==> config.mk <==
export PLATFORM = sky130hd
export DESIGN_NAME = inst_loader
export DESIGN_NICKNAME = d
export VERILOG_FILES = /design/src/rtl/inst_loader.sv
export SDC_FILE = /design/constraint.sdc
export NUM_CORES = 1
export LEC_CHECK = 0
export BUFFER_PORTS_ARGS = -buffer_cell sky130_fd_sc_hd__buf_2
export CORE_MARGIN = 5
export CORE_UTILIZATION = 47
export CTS_CLUSTER_SIZE = 20
export DETAILED_ROUTE_END_ITERATION = 16
export GPL_TIMING_DRIVEN = 0
export HOLD_SLACK_MARGIN = 0.08
export PLACE_DENSITY = 0.65
export SYNTH_ARGS = -nofsm -noshare
export SYNTH_HDL_FRONTEND = slang
export SYNTH_SLANG_ARGS = --single-unit
==> constraint.sdc <==
create_clock -name clk -period 3.5 [get_ports clk]
set_input_delay 0.175 -clock clk [delete_from_list [all_inputs] [get_ports clk]]
set_output_delay 0.175 -clock clk [all_outputs]
set_load 0.01 [all_outputs]
==> src/rtl/inst_loader.sv <==
// inst_loader: receives a program over a UART byte stream and writes it into
// the instruction BRAM, then acknowledges the host and releases the core.
//
// Stream format: a 4-byte little-endian word count N, then N words, each
// sent as 4 bytes little-endian. Oversize programs (N > 2**ADDR_W) latch a
// sticky error.
//
// Ports
//   clk, rstn           clock, async active-low reset
//   rx_data/rx_valid    received byte + one-cycle strobe (no backpressure)
//   tx_data/tx_valid    ack byte + request, accepted when tx_ready is high
//   tx_ready            transmitter ready
//   wea/addra/dina      BRAM write port (one-cycle strobe per word)
//   mode                core mode: 0 STALL, 1 LOAD, 2 EXEC
//   done                program loaded and acknowledged
//   err                 sticky oversize-program error
module inst_loader #(
  parameter int          ADDR_W   = 12,
  parameter logic [7:0]  ACK_BYTE = 8'hAA
) (
  input  logic              clk,
  input  logic              rstn,
  input  logic [7:0]        rx_data,
  input  logic              rx_valid,
  output logic [7:0]        tx_data,
  output logic              tx_valid,
  input  logic              tx_ready,
  output logic              wea,
  output logic [ADDR_W-1:0] addra,
  output logic [31:0]       dina,
  output logic [2:0]        mode,
  output logic              done,
  output logic              err
);

  typedef enum logic [2:0] {S_HDR, S_LOAD, S_ACK, S_RUN, S_ERR} state_t;

  localparam logic [2:0] M_STALL = 3'd0;
  localparam logic [2:0] M_LOAD  = 3'd1;
  localparam logic [2:0] M_EXEC  = 3'd2;

  state_t            state, state_nxt;
  logic [1:0]        lane;
  logic [23:0]       sh;      // lower three bytes of the word being assembled
  logic [31:0]       n;
  logic [ADDR_W-1:0] widx;

  logic [31:0] word;
  logic        byte_in, word_done, last_wr, oversize;

  // Bytes only matter while collecting a header or payload.
  assign byte_in   = rx_valid && (state == S_HDR || state == S_LOAD);
  assign word      = {rx_data, sh};
  assign word_done = byte_in && (lane == 2'd3);

  // Full-width unsigned compares so large N never aliases into range.
  assign oversize = 33'(word) > (33'd1 << ADDR_W);
  // The write strobe of word N-1 is what ends the load; leaving LOAD only
  // after that strobe keeps wea confined to LOAD and avoids a wrap write.
  assign last_wr  = wea && (32'(addra) == n - 32'd1);

  always_comb begin
    state_nxt = state;
    case (state)
      S_HDR:  if (word_done) begin
                if (word == 32'd0)  state_nxt = S_ACK;
                else if (oversize)  state_nxt = S_ERR;
                else                state_nxt = S_LOAD;
              end
      S_LOAD: if (last_wr) state_nxt = S_ACK;
      S_ACK:  if (tx_valid && tx_ready) state_nxt = S_RUN;
      default: state_nxt = state;   // RUN and ERR hold until reset
    endcase
  end

  always_ff @(posedge clk or negedge rstn) begin
    if (!rstn) begin
      state    <= S_HDR;
      lane     <= '0;
      sh       <= '0;
      n        <= '0;
      widx     <= '0;
      wea      <= 1'b0;
      addra    <= '0;
      dina     <= '0;
      mode     <= M_STALL;
      done     <= 1'b0;
      err      <= 1'b0;
      tx_valid <= 1'b0;
      tx_data  <= '0;
    end else begin
      state <= state_nxt;

      if (byte_in) begin
        lane <= lane + 2'd1;   // wraps 3->0 at each word/header boundary
        case (lane)
          2'd0: sh[7:0]   <= rx_data;
          2'd1: sh[15:8]  <= rx_data;
          2'd2: sh[23:16] <= rx_data;
          default: if (state == S_HDR) n <= word;
        endcase
      end

      wea <= word_done && (state == S_LOAD);
      if (word_done && state == S_LOAD) begin
        addra <= widx;
        dina  <= word;
        widx  <= widx + 1'b1;
      end

      // Outputs follow the state being entered so they stay registered.
      tx_valid <= (state_nxt == S_ACK);
      if (state_nxt == S_ACK) tx_data <= ACK_BYTE;
      done <= (state_nxt == S_RUN);
      err  <= (state_nxt == S_ERR);
      case (state_nxt)
        S_LOAD, S_ACK: mode <= M_LOAD;
        S_RUN:         mode <= M_EXEC;
        default:       mode <= M_STALL;
      endcase
    end
  end

endmodule

## Word-level counts from Yosys, hierarchy flattened

Cells that the tools add are included.

| storage, ports and cells | value |
|---|---|
| word-level logic and storage cells | 52 |
| register bits after elaboration | 125 |

| operators by class | value |
|---|---|
| add/sub/neg operators | 3 |
| eq/ne operators | 10 |
| bitwise operators | 1 |
| reductions and logical operators | 15 |
| magnitude comparators | 1 |
| mux-type cells | 7 |

Operators by type and width:

| cell | number |
|---|---|
| equality test 12 x 32 -> 1 bit | 1 |
| greater-than comparator 32 x 13 -> 1 bit, second input constant | 1 |
| zero test 32 bit | 1 |
| subtractor 32 x 1 -> 32 bit, second input constant | 1 |
| 2-to-1 mux 3 bit | 5 |
| adder 12 x 1 -> 12 bit, second input constant | 1 |
| equality test 3 x 2 -> 1 bit, second input constant | 3 |
| one-hot mux 3 bit (3 select lines) | 1 |
| equality test 3 x 1 -> 1 bit, second input constant | 2 |
| AND reduction 2 bit | 3 |
| logical AND 1 bit | 5 |
| equality test 2 bit, second input constant | 2 |
| one-hot mux 2 bit (2 select lines) | 1 |
| equality test 3 bit, second input constant | 1 |
| zero test 3 bit | 1 |
| AND reduction 3 bit | 1 |
| OR reduction 3 bit | 1 |
| adder 2 x 1 -> 2 bit, second input constant | 1 |
| equality test 2 x 1 -> 1 bit, second input constant | 1 |
| zero test 2 bit | 1 |
| OR reduction 2 bit | 1 |
| logical OR 1 bit | 1 |
| inverter 1 bit | 1 |

## Logic depth before layout (Yosys ltp)

| depth | value |
|---|---|
| depth after elaboration | 9 |
| depth in mapped cells | 10 |
| mapped depth without buffers | 9 |

## Least setup slack after synthesis

Ideal clock, no wire load.

| timing | value |
|---|---|
| path type | flip-flop to flip-flop |
| from | register n[4] |
| to | register done |
| data arrival time | 2950 ps |
| slack | 484 ps |
| library setup time | 66 ps |
| stages on the path, launching flop included | 10 |
| path buffers | 3 |
| cell sequence | dfrtp_1 > buf_6 > or4_4 > buf_6 > or4_4 > buf_6 > a2111o_1 > or4_4 > o21ai_4 > and3_1 |

| between the ends | value |
|---|---|
| cells in the longest elaborated chain, start to end | 6 |

Ends and longest elaborated chain:

| element | line | text |
|---|---|---|
| start: declaration | 45 | `logic [31:0] n;` |
| start signal: assignment | 100 | `default: if (state == S_HDR) n <= word;` |
| subtractor 32 x 1 -> 32 bit | 60 | `assign last_wr = wea && (32'(addra) == n - 32'd1);` |
| equality test 12 x 32 -> 1 bit | 60 |  |
| logical AND 1 bit | 60 |  |
| 2-to-1 mux 3 bit | 70 | `S_LOAD: if (last_wr) state_nxt = S_ACK;` |
| one-hot mux 3 bit (3 select lines) | 64 | `case (state)` |
| named net state_nxt[1] | 42 | `state_t state, state_nxt;` |
| equality test 3 x 2 -> 1 bit | 114 | `done <= (state_nxt == S_RUN);` |
| end signal: assignment | 114 |  |
| end: declaration | 32 | `output logic done,` |

The timed path passes the listed nets, and every way through them passes these cells.
A chain may end at the register's enable or synchronous reset.

## Final worst setup path

| timing | value |
|---|---|
| from | register n[8] |
| to | register mode[1] |

| between the ends | value |
|---|---|
| cells in the longest elaborated chain, start to end | 8 |
| elaborated cells on any way between the ends | 10 |
| those cells by class | add/sub (1); eq/ne (4); mux (3); reduce/logical (2) |

Ends and longest elaborated chain:

| element | line | text |
|---|---|---|
| subtractor 32 x 1 -> 32 bit * | 60 |  |
| equality test 12 x 32 -> 1 bit * | 60 |  |
| logical AND 1 bit * | 60 |  |
| 2-to-1 mux 3 bit * | 70 |  |
| one-hot mux 3 bit (3 select lines) * | 64 |  |
| named net state_nxt[1] | 42 |  |
| equality test 3 x 2 -> 1 bit or equality test 3 x 1 -> 1 bit (tied branches) | 116 | `case (state_nxt)` |
| OR reduction 2 bit | 116 |  |
| one-hot mux 2 bit (2 select lines) * | 116 |  |
| end signal: assignment | 117 | `S_LOAD, S_ACK: mode <= M_LOAD;` |
| end signal: assignment | 118 | `S_RUN: mode <= M_EXEC;` |
| end signal: assignment | 119 | `default: mode <= M_STALL;` |
| end: declaration | 31 | `output logic [2:0] mode,` |

The timed path passes the listed nets; every way through them passes the cells marked *.

==> impl_metrics.tcl <==
set metrics [dict create \
    status "finished, final reports clean" \
    crit_fanout 9 \
    power_density_nw_per_um2 473 \
    syn_to_final_growth_pct 21.2 \
    min_delay_path_depth 3 \
    ant_nets 0 \
    worst_pin_slew_ns 0.799 \
    leakagePower_nw 3.65 \
    drc_errors 0 \
    design_area_sq_um 6890 \
    hold_path_startpoint "rx_data[3]" \
    grt_max_degree 75 \
    setup_viol 0 \
    post_cts_buffers 0 \
    cp-start-kind "register" \
    drv_cap 0 \
    regArea_sq_um 3100 \
    root_buffer "clkbuf_16" \
    hp-class "primary input to register" \
    clock_skew_ns 0.0101 \
    antenna_found_initial 0 \
    port_buffers 65 \
    n_fill_cell 1009 \
    switching_power_mw 0.682 \
    arrival_ns 3.53 \
    synth-main-ff-cell "dfrtp_1" \
    seqPwrFrac_pct 44.1 \
    max_freq_ghz 0.314 \
    synth_top_cell_by_area "dfrtp_1" \
    htreeDepth 4 \
    top_usage_layer "met2" \
    max-vdd-ir-drop_uv 338 \
    cts.clk_slew.worst_paths_ns 0.06 \
    fin_crit_sh_pct 91.1 \
    drt_iter0_drc 210 \
    yosysWarnings 0 \
    nets 645 \
    synth-edff-count 0 \
    grt_pass1_wl_um 22700 \
    hold_violations 0 \
    r2r_end "mode[1]" \
    multi_input_area_sq_um 2380 \
    netlist_area_sq_um 5680 \
    met1_usage_pct 26.5 \
    required_ns 3.85 \
    cts_tree "done" \
    grt_pass1_vias 4371 \
    dieArea_sq_um 14400 \
    internal_power_mw 2.58 \
    cts.repair.resized 0 \
    regToRegSetupSlack_ns 0.31 \
    cts_buffer_depth 2 \
    synth-async-reset-ratio_pct 100 \
    combPwrFrac_pct 2.0 \
    die_y_um 120 \
    row_count 40 \
    cts_buffers 17 \
    slew_headroom_pct 46.3 \
    rr_startpoint "n[8]" \
    start_util_pct 47.7 \
    wire_per_inst_um 17.2 \
    gr-usage-met2_pct 32.8 \
    io_pins 71 \
    rsz0062_at_grt "no" \
    antenna_cells 0 \
    clkSinkCount 124 \
    drive_above_1_share_pct 27.8 \
    synth_area_per_cell_sq_um 10.7 \
    grt_overflow 0 \
    clkPwrFrac_pct 53.9 \
    vias 4283 \
    finalMaxSlewViolations 0 \
    grt_usage_pct 19.9 \
    drt_first_pass_iters 4 \
    synth_top_area_share_pct 54.6 \
    final_core_util_pct 57.8 \
    use_met3_pct 4.15 \
    synth-seq-cells 124 \
    synth.area.top_cells "dfrtp_1 55%, mux2_2 11%, nand2_1 9.7%, xnor2_1 3.4%, nor4_1 1.5%" \
    fin_tns_setup_ns 0 \
    hold_path_end "dina[27]" \
    yosysSeqAreaShare_pct 54.6 \
    reg2reg_depth 7 \
    core_region_area_sq_um 11900 \
    ctsHoldBuffers 5 \
    sw_frac_of_total_pct 20.9 \
    via_per_inst 5.44 \
    clock_latency_ns 0.41 \
    finalCriticalPeriod_ns 3.19 \
    chipWidth_um 120 \
    routed_wl_um 13500 \
    place_area_sq_um 6240 \
    syn_inst 533 \
    synth.distinct_cells 53 \
    dp_hpwl_um 9740 \
    cp-end-kind "register" \
    critPathKind "register to register" \
    gp_congestion 0.838 \
]
## final cells by class
class                           count  area share, %
Sequential cell                   124           45.0
Timing Repair Buffer               71           5.94
Clock inverter                      9           1.62
Tap cell                          147           2.67
Clock buffer                       23           7.08
Multi-Input combinational cell    373           34.6
Inverter                           10          0.545
Buffer                             30           2.56
## critical path, stage by stage (launching register included)
cell	delay [ns]
dfrtp_1	0.46
or4_1	0.63
or4_4	0.54
buf_6	0.15
a2111o_1	0.41
or4_4	0.57
o21ai_4	0.20
and3_1	0.17
## per-layer routing
layer | up-vias | wire length [um]
met5 | - | 0
met2 | 108 | 6630
met4 | 0 | 136
met1 | 2142 | 6270
met3 | 15 | 506
li1 | 2018 | -
## worst max path at each step
stage / startpoint / endpoint / slack (ns) / depth (start not counted)
2_1_floorplan: n[4] / done / 0.48 / 9
3_3_place_gp: n[8] / mode[1] / 0.35 / 7
3_5_place_dp: n[8] / done / 0.33 / 7
4_1_cts: n[8] / done / 0.32 / 7
5_1_grt: n[0] / mode[1] / 0.24 / 9
6_report: n[8] / mode[1] / 0.31 / 7
## power groups by stage
| stage | clock (mW) | combinational, mW | sequential, mW |
|---|---|---|---|
| after floorplan | 0 | 0.0108 | 1.46 |
| after global placement | 0 | 0.0567 | 1.46 |
| after detailed placement | 0 | 0.0629 | 1.46 |
| after CTS | 1.78 | 0.0673 | 1.44 |
| after global routing | 1.86 | 0.0742 | 1.44 |
| final | 1.76 | 0.0647 | 1.44 |
## flip-flops by register name, indices dropped and copies added, names as in the netlist, 2 cells and up
signal  flops
dina       32
state       3
addra      12
widx       12
lane        2
sh         24
n          32
mode        2
## synthesized netlist by cell type, drive strengths merged (4+ instances only)
cell / n
nor4: 14
or3: 4
xor2: 4
nor2: 8
clkbuf: 15
and3: 6
nand3: 4
inv: 9
a21oi: 6
o21ai: 14
nand2b: 4
and2: 4
nand4: 10
nand2: 147
ha: 6
mux2: 54
nor3: 10
or4: 11
buf: 15
dfrtp: 124
xnor2: 22
## per-stage QoR
| step | hold WS (ns) | total power, mW | cells | setup WS, ns |
|---|---|---|---|---|
| 3_3_place_gp | 0.452 | 1.52 | 749 | 0.347 |
| 4_1_cts | 0.0839 | 3.28 | 787 | 0.322 |
| 5_1_grt | 0.0823 | 3.37 | 787 | 0.242 |
| 6_report | 0.0856 | 3.26 | 787 | 0.312 |
| 3_5_place_dp | 0.150 | 1.52 | 750 | 0.334 |
| 2_1_floorplan | -0.121 | 1.47 | 537 | 0.484 |
## placed cells by master (no fill, tap or decap), drive strengths merged, types with 2 or more instances in the layout
cell         Yosys  layout
nand2          147     147
dfrtp          124     124
buf             15      81
mux2            54      54
clkbuf          15      38
xnor2           22      22
nor4            14      14
o21ai           14      14
or4             11      11
nor3            10      10
nand4           10      10
inv              9       9
nor2             8       8
a21oi            6       6
and3             6       6
ha               6       6
clkinv           1       6
conb             1       5
dlygate4sd3      0       5
xor2             4       4
nand2b           4       4
nand3            4       4
and2             4       4
or3              4       4
nor3b            3       3
nand3b           3       3
or2              3       3
a21o             3       3
or2b             2       2
a2111o           2       2
o211ai           2       2
o41ai            2       2
mux2i            2       2
a211oi           2       2
o31ai            2       2
o2111ai          2       2
nor2b            2       2
bufinv           0       2
clkinvlp         0       2
## logic make-up after synthesis
group	synth area share [%]
AND/OR/NAND/NOR	20.1
flip-flops	54.6
multiplexers	11.1
AO/OA/AOI/OAI	5.09
buffers and inverters	3.76
XOR/XNOR	4.01
adder cells (fa/ha/maj)	1.32
other	0.0660
(Power assumes the default switching activity.)
